[src/rtl/biriscv_branch_resolve.sv]
// Branch resolution and predictor-update sequencer: registered fetch redirect plus
// an in-order update queue feeding the single-port predictor. Optional counters: BRANCH_RESOLVE_STATS_EN.
module biriscv_branch_resolve #(
  parameter int DEPTH   = 4,
  parameter int DEPTH_W = 2
) (
  input  logic        clk_i,
  input  logic        rst_i,
  input  logic        p0_valid_i,
  input  logic [31:0] p0_pc_i,
  input  logic        p0_taken_i,
  input  logic [31:0] p0_target_i,
  input  logic        p0_is_call_i,
  input  logic        p0_is_ret_i,
  input  logic        p0_is_jmp_i,
  input  logic        p0_pred_taken_i,
  input  logic [31:0] p0_pred_target_i,
  input  logic        p1_valid_i,
  input  logic [31:0] p1_pc_i,
  input  logic        p1_taken_i,
  input  logic [31:0] p1_target_i,
  input  logic        p1_is_call_i,
  input  logic        p1_is_ret_i,
  input  logic        p1_is_jmp_i,
  input  logic        p1_pred_taken_i,
  input  logic [31:0] p1_pred_target_i,
  output logic        flush_o,
  output logic [31:0] flush_pc_o,
  output logic        stall_o,
  output logic        overflow_o,
  output logic        branch_request_o,
  output logic        branch_is_taken_o,
  output logic        branch_is_not_taken_o,
  output logic [31:0] branch_source_o,
  output logic [31:0] branch_pc_o,
  output logic        branch_is_call_o,
  output logic        branch_is_ret_o,
`ifdef BRANCH_RESOLVE_STATS_EN
  output logic [31:0] stat_branches_o,
  output logic [31:0] stat_mispredicts_o,
`endif
  output logic        branch_is_jmp_o
);

  typedef struct packed {
    logic [31:0] pc;
    logic [31:0] target;
    logic        taken;
    logic        call;
    logic        ret;
    logic        jmp;
    logic        mis;
  } rec_t;

  localparam logic [DEPTH_W:0] ZERO     = (DEPTH_W+1)'(0);
  localparam logic [DEPTH_W:0] ONE      = (DEPTH_W+1)'(1);
  localparam logic [DEPTH_W:0] TWO      = (DEPTH_W+1)'(2);
  localparam logic [DEPTH_W:0] DEPTH_C  = (DEPTH_W+1)'(DEPTH);
  localparam logic [DEPTH_W:0] STALL_TH = (DEPTH_W+1)'(DEPTH - 2);

  rec_t               mem_r [DEPTH];
  rec_t               head_r;
  logic               head_valid_r;
  logic [DEPTH_W:0]   count_r;
  logic [DEPTH_W-1:0] rd_ptr_r;
  logic [DEPTH_W-1:0] wr_ptr_r;
  logic               flush_r;
  logic [31:0]        flush_pc_r;
  logic               overflow_r;

  logic               mis0_s, v1_s, mis1_s, pop_q_s, bypass_s, drop_s, src_valid_s;
  rec_t               rec0_s, rec1_s, in_a_s, in_b_s, src_s, enq_a_s, enq_b_s;
  logic [DEPTH_W:0]   n_in_s, n_enq_s, n_acc_s, space_s;
  logic [31:0]        flush_pc_s;
  logic [DEPTH_W-1:0] wr_ptr1_s;

  // Mispredict detection, pipe 1 squash and flush target selection
  always_comb begin
    mis0_s = p0_valid_i & ((p0_taken_i != p0_pred_taken_i) |
                           (p0_taken_i & (p0_target_i != p0_pred_target_i)));
    v1_s   = p1_valid_i & ~mis0_s;
    mis1_s = v1_s & ((p1_taken_i != p1_pred_taken_i) |
                     (p1_taken_i & (p1_target_i != p1_pred_target_i)));
    rec0_s = '{pc: p0_pc_i, target: p0_target_i, taken: p0_taken_i, call: p0_is_call_i,
               ret: p0_is_ret_i, jmp: p0_is_jmp_i, mis: mis0_s};
    rec1_s = '{pc: p1_pc_i, target: p1_target_i, taken: p1_taken_i, call: p1_is_call_i,
               ret: p1_is_ret_i, jmp: p1_is_jmp_i, mis: mis1_s};
    if (mis0_s) begin
      flush_pc_s = p0_taken_i ? p0_target_i : p0_pc_i + 32'd4;
    end else if (mis1_s) begin
      flush_pc_s = p1_taken_i ? p1_target_i : p1_pc_i + 32'd4;
    end else begin
      flush_pc_s = 32'd0;
    end
  end

  // Order incoming records, pick the head source (queue or fall-through) and admit what fits
  always_comb begin
    in_a_s      = '0;
    in_b_s      = '0;
    n_in_s      = ZERO;
    src_s       = '0;
    src_valid_s = 1'b0;
    enq_a_s     = '0;
    enq_b_s     = '0;
    n_enq_s     = ZERO;
    bypass_s    = 1'b0;
    pop_q_s     = (count_r != ZERO);
    if (p0_valid_i) begin
      in_a_s = rec0_s;
      in_b_s = rec1_s;
      n_in_s = v1_s ? TWO : ONE;
    end else if (v1_s) begin
      in_a_s = rec1_s;
      n_in_s = ONE;
    end else begin
      n_in_s = ZERO;
    end
    if (pop_q_s) begin
      src_s       = mem_r[rd_ptr_r];
      src_valid_s = 1'b1;
      enq_a_s     = in_a_s;
      enq_b_s     = in_b_s;
      n_enq_s     = n_in_s;
    end else if (n_in_s != ZERO) begin
      src_s       = in_a_s;
      src_valid_s = 1'b1;
      bypass_s    = 1'b1;
      enq_a_s     = in_b_s;
      n_enq_s     = n_in_s - ONE;
    end else begin
      src_valid_s = 1'b0;
    end
    // A pop frees its slot in the same cycle, so 2-in/1-out on a full-minus-one queue fits
    space_s = DEPTH_C - count_r + (pop_q_s ? ONE : ZERO);
    if (n_enq_s > space_s) begin
      n_acc_s = space_s;
      drop_s  = 1'b1;
    end else begin
      n_acc_s = n_enq_s;
      drop_s  = 1'b0;
    end
    wr_ptr1_s = wr_ptr_r + DEPTH_W'(1);
  end

  // Queue storage writes; pipe 0 always lands in the first free slot
  always_ff @(posedge clk_i) begin
    if (rst_i && (n_acc_s != ZERO)) begin
      mem_r[wr_ptr_r] <= enq_a_s;
    end
    if (rst_i && (n_acc_s == TWO)) begin
      mem_r[wr_ptr1_s] <= enq_b_s;
    end
  end

  // Pointers, count, head register, flush and sticky overflow
  always_ff @(posedge clk_i) begin
    if (!rst_i) begin
      count_r      <= ZERO;
      rd_ptr_r     <= '0;
      wr_ptr_r     <= '0;
      head_r       <= '0;
      head_valid_r <= 1'b0;
      flush_r      <= 1'b0;
      flush_pc_r   <= 32'd0;
      overflow_r   <= 1'b0;
    end else begin
      count_r      <= count_r - (pop_q_s ? ONE : ZERO) + n_acc_s;
      rd_ptr_r     <= rd_ptr_r + DEPTH_W'(pop_q_s);
      wr_ptr_r     <= wr_ptr_r + n_acc_s[DEPTH_W-1:0];
      head_r       <= src_s;
      head_valid_r <= src_valid_s;
      flush_r      <= mis0_s | mis1_s;
      flush_pc_r   <= flush_pc_s;
      overflow_r   <= overflow_r | drop_s;
    end
  end

`ifdef BRANCH_RESOLVE_STATS_EN
  logic [31:0] stat_branches_r, stat_mispredicts_r;

  // Wrapping event counters
  always_ff @(posedge clk_i) begin
    if (!rst_i) begin
      stat_branches_r    <= 32'd0;
      stat_mispredicts_r <= 32'd0;
    end else begin
      stat_branches_r    <= stat_branches_r + 32'(n_acc_s) + 32'(bypass_s);
      stat_mispredicts_r <= stat_mispredicts_r + 32'(mis0_s | mis1_s);
    end
  end

  assign stat_branches_o    = stat_branches_r;
  assign stat_mispredicts_o = stat_mispredicts_r;
`endif

  assign flush_o               = flush_r;
  assign flush_pc_o            = flush_pc_r;
  assign stall_o               = (count_r > STALL_TH);
  assign overflow_o            = overflow_r;
  assign branch_request_o      = head_valid_r & (head_r.mis | head_r.call | head_r.ret);
  assign branch_is_taken_o     = head_valid_r & head_r.taken;
  assign branch_is_not_taken_o = head_valid_r & ~head_r.taken;
  assign branch_source_o       = head_r.pc;
  assign branch_pc_o           = head_r.target;
  assign branch_is_call_o      = head_valid_r & head_r.call;
  assign branch_is_ret_o       = head_valid_r & head_r.ret;
  assign branch_is_jmp_o       = head_valid_r & head_r.jmp;

endmodule
[config.mk]
export PLATFORM = sky130hd
export DESIGN_NAME = biriscv_branch_resolve
export DESIGN_NICKNAME = d
export VERILOG_FILES = /design/src/rtl/biriscv_branch_resolve.sv
export SDC_FILE = /design/constraint.sdc
export NUM_CORES = 1
export LEC_CHECK = 0
export BUFFER_PORTS_ARGS = -buffer_cell sky130_fd_sc_hd__buf_2
export CORE_MARGIN = 2
export CORE_UTILIZATION = 26
export CTS_CLUSTER_DIAMETER = 60
export DETAILED_ROUTE_END_ITERATION = 8
export SLEW_MARGIN = 5
export SYNTH_ARGS = -nofsm -noshare
export SYNTH_HDL_FRONTEND = slang
export SYNTH_SLANG_ARGS = --single-unit
[constraint.sdc]
create_clock -name clk_i -period 10.4 [get_ports clk_i]
set_input_delay 1.04 -clock clk_i [delete_from_list [all_inputs] [get_ports clk_i]]
set_output_delay 1.04 -clock clk_i [all_outputs]
set_load 0.02 [all_outputs]
==> flow_summary_export.csv <==
group,metric,value,unit
clocking,cts.clk_slew.worst_paths,0.06,ns
setup_path,reg2reg_depth,12,
setup_path,r2r_slack,3.63,ns
timing,setup_ws,3.189,ns
setup_path,required,10.74,ns
clocking,cts_tree,"done",
final_layout,post-route-util,0.3029,
global_route,grt_pass1_vias,18630,
timing,fmax,0.1387,GHz
setup_path,crit_path_end_kind,"flop",
placement,io_buffers,310,
route,first_pass_iters,8,
route,viasPerCell,5.964,
setup_path,cp.arrival,7.55,ns
global_route,track_usage,0.2116,
synthesis,syn_area_per_cell,10.58,µm²
global_route,antenna_found_initial,39,
timing,post-route-min-period,7.211,ns
timing,drv_slew,0,
floorplan,fp.dieW,299.6,µm
synthesis,synth-seq-cells,387,
worst_hold_path,hold_path_depth,1,
final_layout,fillers,8869,
clocking,cts_buffers,56,
timing,hold_viol_final,0,
final_layout,final_common_cell,"buf_2",
timing,rsz0062_at_grt,"no",
timing,skew,0.03951,ns
clocking,clk_path_buf_depth,3,
synthesis,seq_area_frac_synth,0.4626,
global_route,grt_max_degree,185,
pwr,leakage,8.796,nW
floorplan,design.portCount,311,
clocking,hold_buffers,0,
synthesis,synth_enable_flop_cells,276,
route,vias,20110,
synthesis,netlist_instances,2147,
setup_path,cp-start-kind,"primary input",
timing,setup_tns,0,ns
synthesis,netlist-cell-type-count,56,
setup_path,r2r-start,"count_r[2]$_SDFF_PN0_",
setup_path,path_max_fanout,42,
synthesis,synth_nets,2368,
clocking,worstSkewPairLatency,0.65,ns
clocking,htreeDepth,2,
floorplan,dieArea,89760,µm²
route,ant_nets,0,
floorplan,die-height,299.6,µm
synthesis,synth.top_cell.area_share,0.3648,
timing,finalCritPeriodShare,0.6934,
timing,setup_viol,0,
timing,slew_headroom,0.2493,
pwr,pwr_density_cell,301.9,nW/µm²
route,drtIter0Drc,2924,
global_route,grt_pass1_wl,140400,µm
worst_hold_path,min_to,"overflow_o$_SDFF_PN0_",
timing,worst_slew_pin_slew,1.126,ns
synthesis,synth_top_flop_cell,"edfxtp_1",
pwr,worst_ir_drop_vdd,279.1,µV
route,remaining_drc_errors,0,
clocking,cts.sinks,387,
flow_run,drv_cap,0,
placement,dpl_worst_slack,2.655,ns
placement,hpwl,63830,µm
synthesis,syn_area,22720,µm²
synthesis,yosysTopAreaCell,"edfxtp_1",
clocking,cts-resized-gates,0,
synthesis,synth_area_leaders,"edfxtp_1 36%, a32oi_1 10%, dfxtp_1 9.8%, mux4_2 6.8%, o21ai_0 4.4%",
run_status,status,"finished clean",
worst_hold_path,min_path_type,"reg -> reg",
final_layout,finalNetCount,2382,
synthesis,async_flop_share,0,
final_layout,mostFrequentLayoutCells,"309 x buf_2, 276 x edfxtp_1, 272 x a32oi_1",
floorplan,rows,108,
setup_path,r2r-end,"mem_r[1][47]$_DFFE_PP_",
worst_hold_path,hp-start,"overflow_o$_SDFF_PN0_",
route,wire_per_inst,29.34,µm
floorplan,coreArea,86620,µm²
placement,gp_congestion,0.8903,
global_route,grt_overflow,0,
synthesis,ys_warn_count,0,
clocking,cts-root-buf,"clkbuf_16",
setup_path,path_class,"in -> reg",
final_layout,syn2layout_area_growth,15.49,%
route,wirelength,98930,µm
clocking,post_cts_buffers,0,
floorplan,start_util,0.2623,
final_layout,drive_gt1_frac,0.2449,
where the power goes:
group          internal, mW  total [mW]  switching, mW
sequential             2.43        2.61          0.177
combinational          1.09        3.32           2.24
clock                  1.15        1.99          0.841
total                  4.67        7.92           3.26
cells by family (layout without fill, tap and decap cells):
kind of cell / after synthesis / in the layout / synth area share
multiplexers: 109 / 109 / 0.08679
other: 1 / 9 / 0.0001651
AO/OA/AOI/OAI: 707 / 707 / 0.2170
XOR/XNOR: 128 / 128 / 0.05034
AND/OR/NAND/NOR: 405 / 405 / 0.09439
flip-flops: 387 / 387 / 0.4626
adder cells (fa/ha/maj): 15 / 15 / 0.008591
buffers and inverters: 395 / 457 / 0.08007
worst max-delay path, stage by stage:
cell,delay (ns)
buf_2,0.17
xor2_1,0.19
nor4_2,0.74
nand4_1,0.15
nor3_1,0.19
a31oi_1,0.18
buf_4,0.26
nor2b_1,0.19
ha_1,0.27
mux2i_1,0.19
ha_1,0.26
and3_1,0.19
a21oi_2,0.30
mux2i_4,0.38
nand3_2,0.85
xnor2_4,1.11
buf_4,0.64
o21ai_0,0.20
state kept, by name (all words and copies together), names as in the netlist:
signal	count
mem_r	276
branch_source_o	32
count_r	3
flush_pc_o	32
head_valid_r	1
head_r	5
overflow_o	1
wr_ptr_r	2
branch_pc_o	32
rd_ptr_r	2
flush_o	1
area by class of cell:
| cell class | instances | area [µm²] | share of cell area |
|---|---|---|---|
| Antenna cell | 8 | 20.02 | 0.0007630 |
| Clock buffer | 62 | 1444 | 0.05503 |
| Clock inverter | 44 | 470.5 | 0.01793 |
| Inverter | 9 | 33.78 | 0.001288 |
| Multi-Input combinational cell | 1365 | 10500 | 0.4003 |
| Sequential cell | 387 | 10520 | 0.4008 |
| Tap cell | 1155 | 1445 | 0.05508 |
| Timing Repair Buffer | 342 | 1807 | 0.06886 |
cells in the mapped netlist, types with 5 or more instances:
master    instances
xor2_1           44
nand4_1          21
inv_1             9
nand3_1          23
dfxtp_1         111
ha_1             14
clkbuf_1        237
nand2_1          96
buf_4            74
nor4_1            6
nor2b_1          13
a21oi_1          32
and4_1           10
a32oi_1         272
buf_1            28
o22ai_1          29
o21ai_1          81
mux4_2           69
nor2_1          108
buf_2            44
o21ai_0         198
xnor2_1          81
nor3b_1          70
edfxtp_1        276
and3_1           20
a31oi_1           5
o21a_1            5
a221oi_1         68
and2_1           17
mux2i_1          35
stage by stage:
step | power [mW] | area, µm² | std cells | hold WS [ns]
6_report | 7.921 | 26240 | 3372 | 0.4688
5_1_grt | 8.258 | 26240 | 3371 | 0.4953
4_1_cts | 7.938 | 26220 | 3364 | 0.4667
3_5_place_dp | 5.932 | 24300 | 3258 | 0.4524
3_3_place_gp | 5.908 | 24300 | 3258 | 0.4644
2_1_floorplan | 4.965 | 22720 | 2147 | 0.5558
routing by layer:
metal | vias up | GRT usage | wire, µm
met3 | 242 | 0.06741 | 13430
met1 | 9792 | 0.2825 | 38040
met2 | 1633 | 0.3283 | 44270
met5 | - | 0 | 335
li1 | 8390 | - | -
met4 | 54 | 0.05976 | 2858
how the worst max path moves through the flow:
stage / endpoint / cells past startpoint / from
6_report: mem_r[1][47]$_DFFE_PP_ / 18 / p0_target_i[26]
5_1_grt: mem_r[1][43]$_DFFE_PP_ / 18 / p0_target_i[26]
4_1_cts: mem_r[1][47]$_DFFE_PP_ / 18 / p0_target_i[26]
3_5_place_dp: mem_r[1][2]$_DFFE_PP_ / 18 / p0_target_i[26]
3_3_place_gp: mem_r[1][43]$_DFFE_PP_ / 18 / p0_target_i[19]
2_1_floorplan: mem_r[3][0]$_DFFE_PP_ / 16 / p0_target_i[20]
Note: power is estimated with default switching activity, not from simulation.
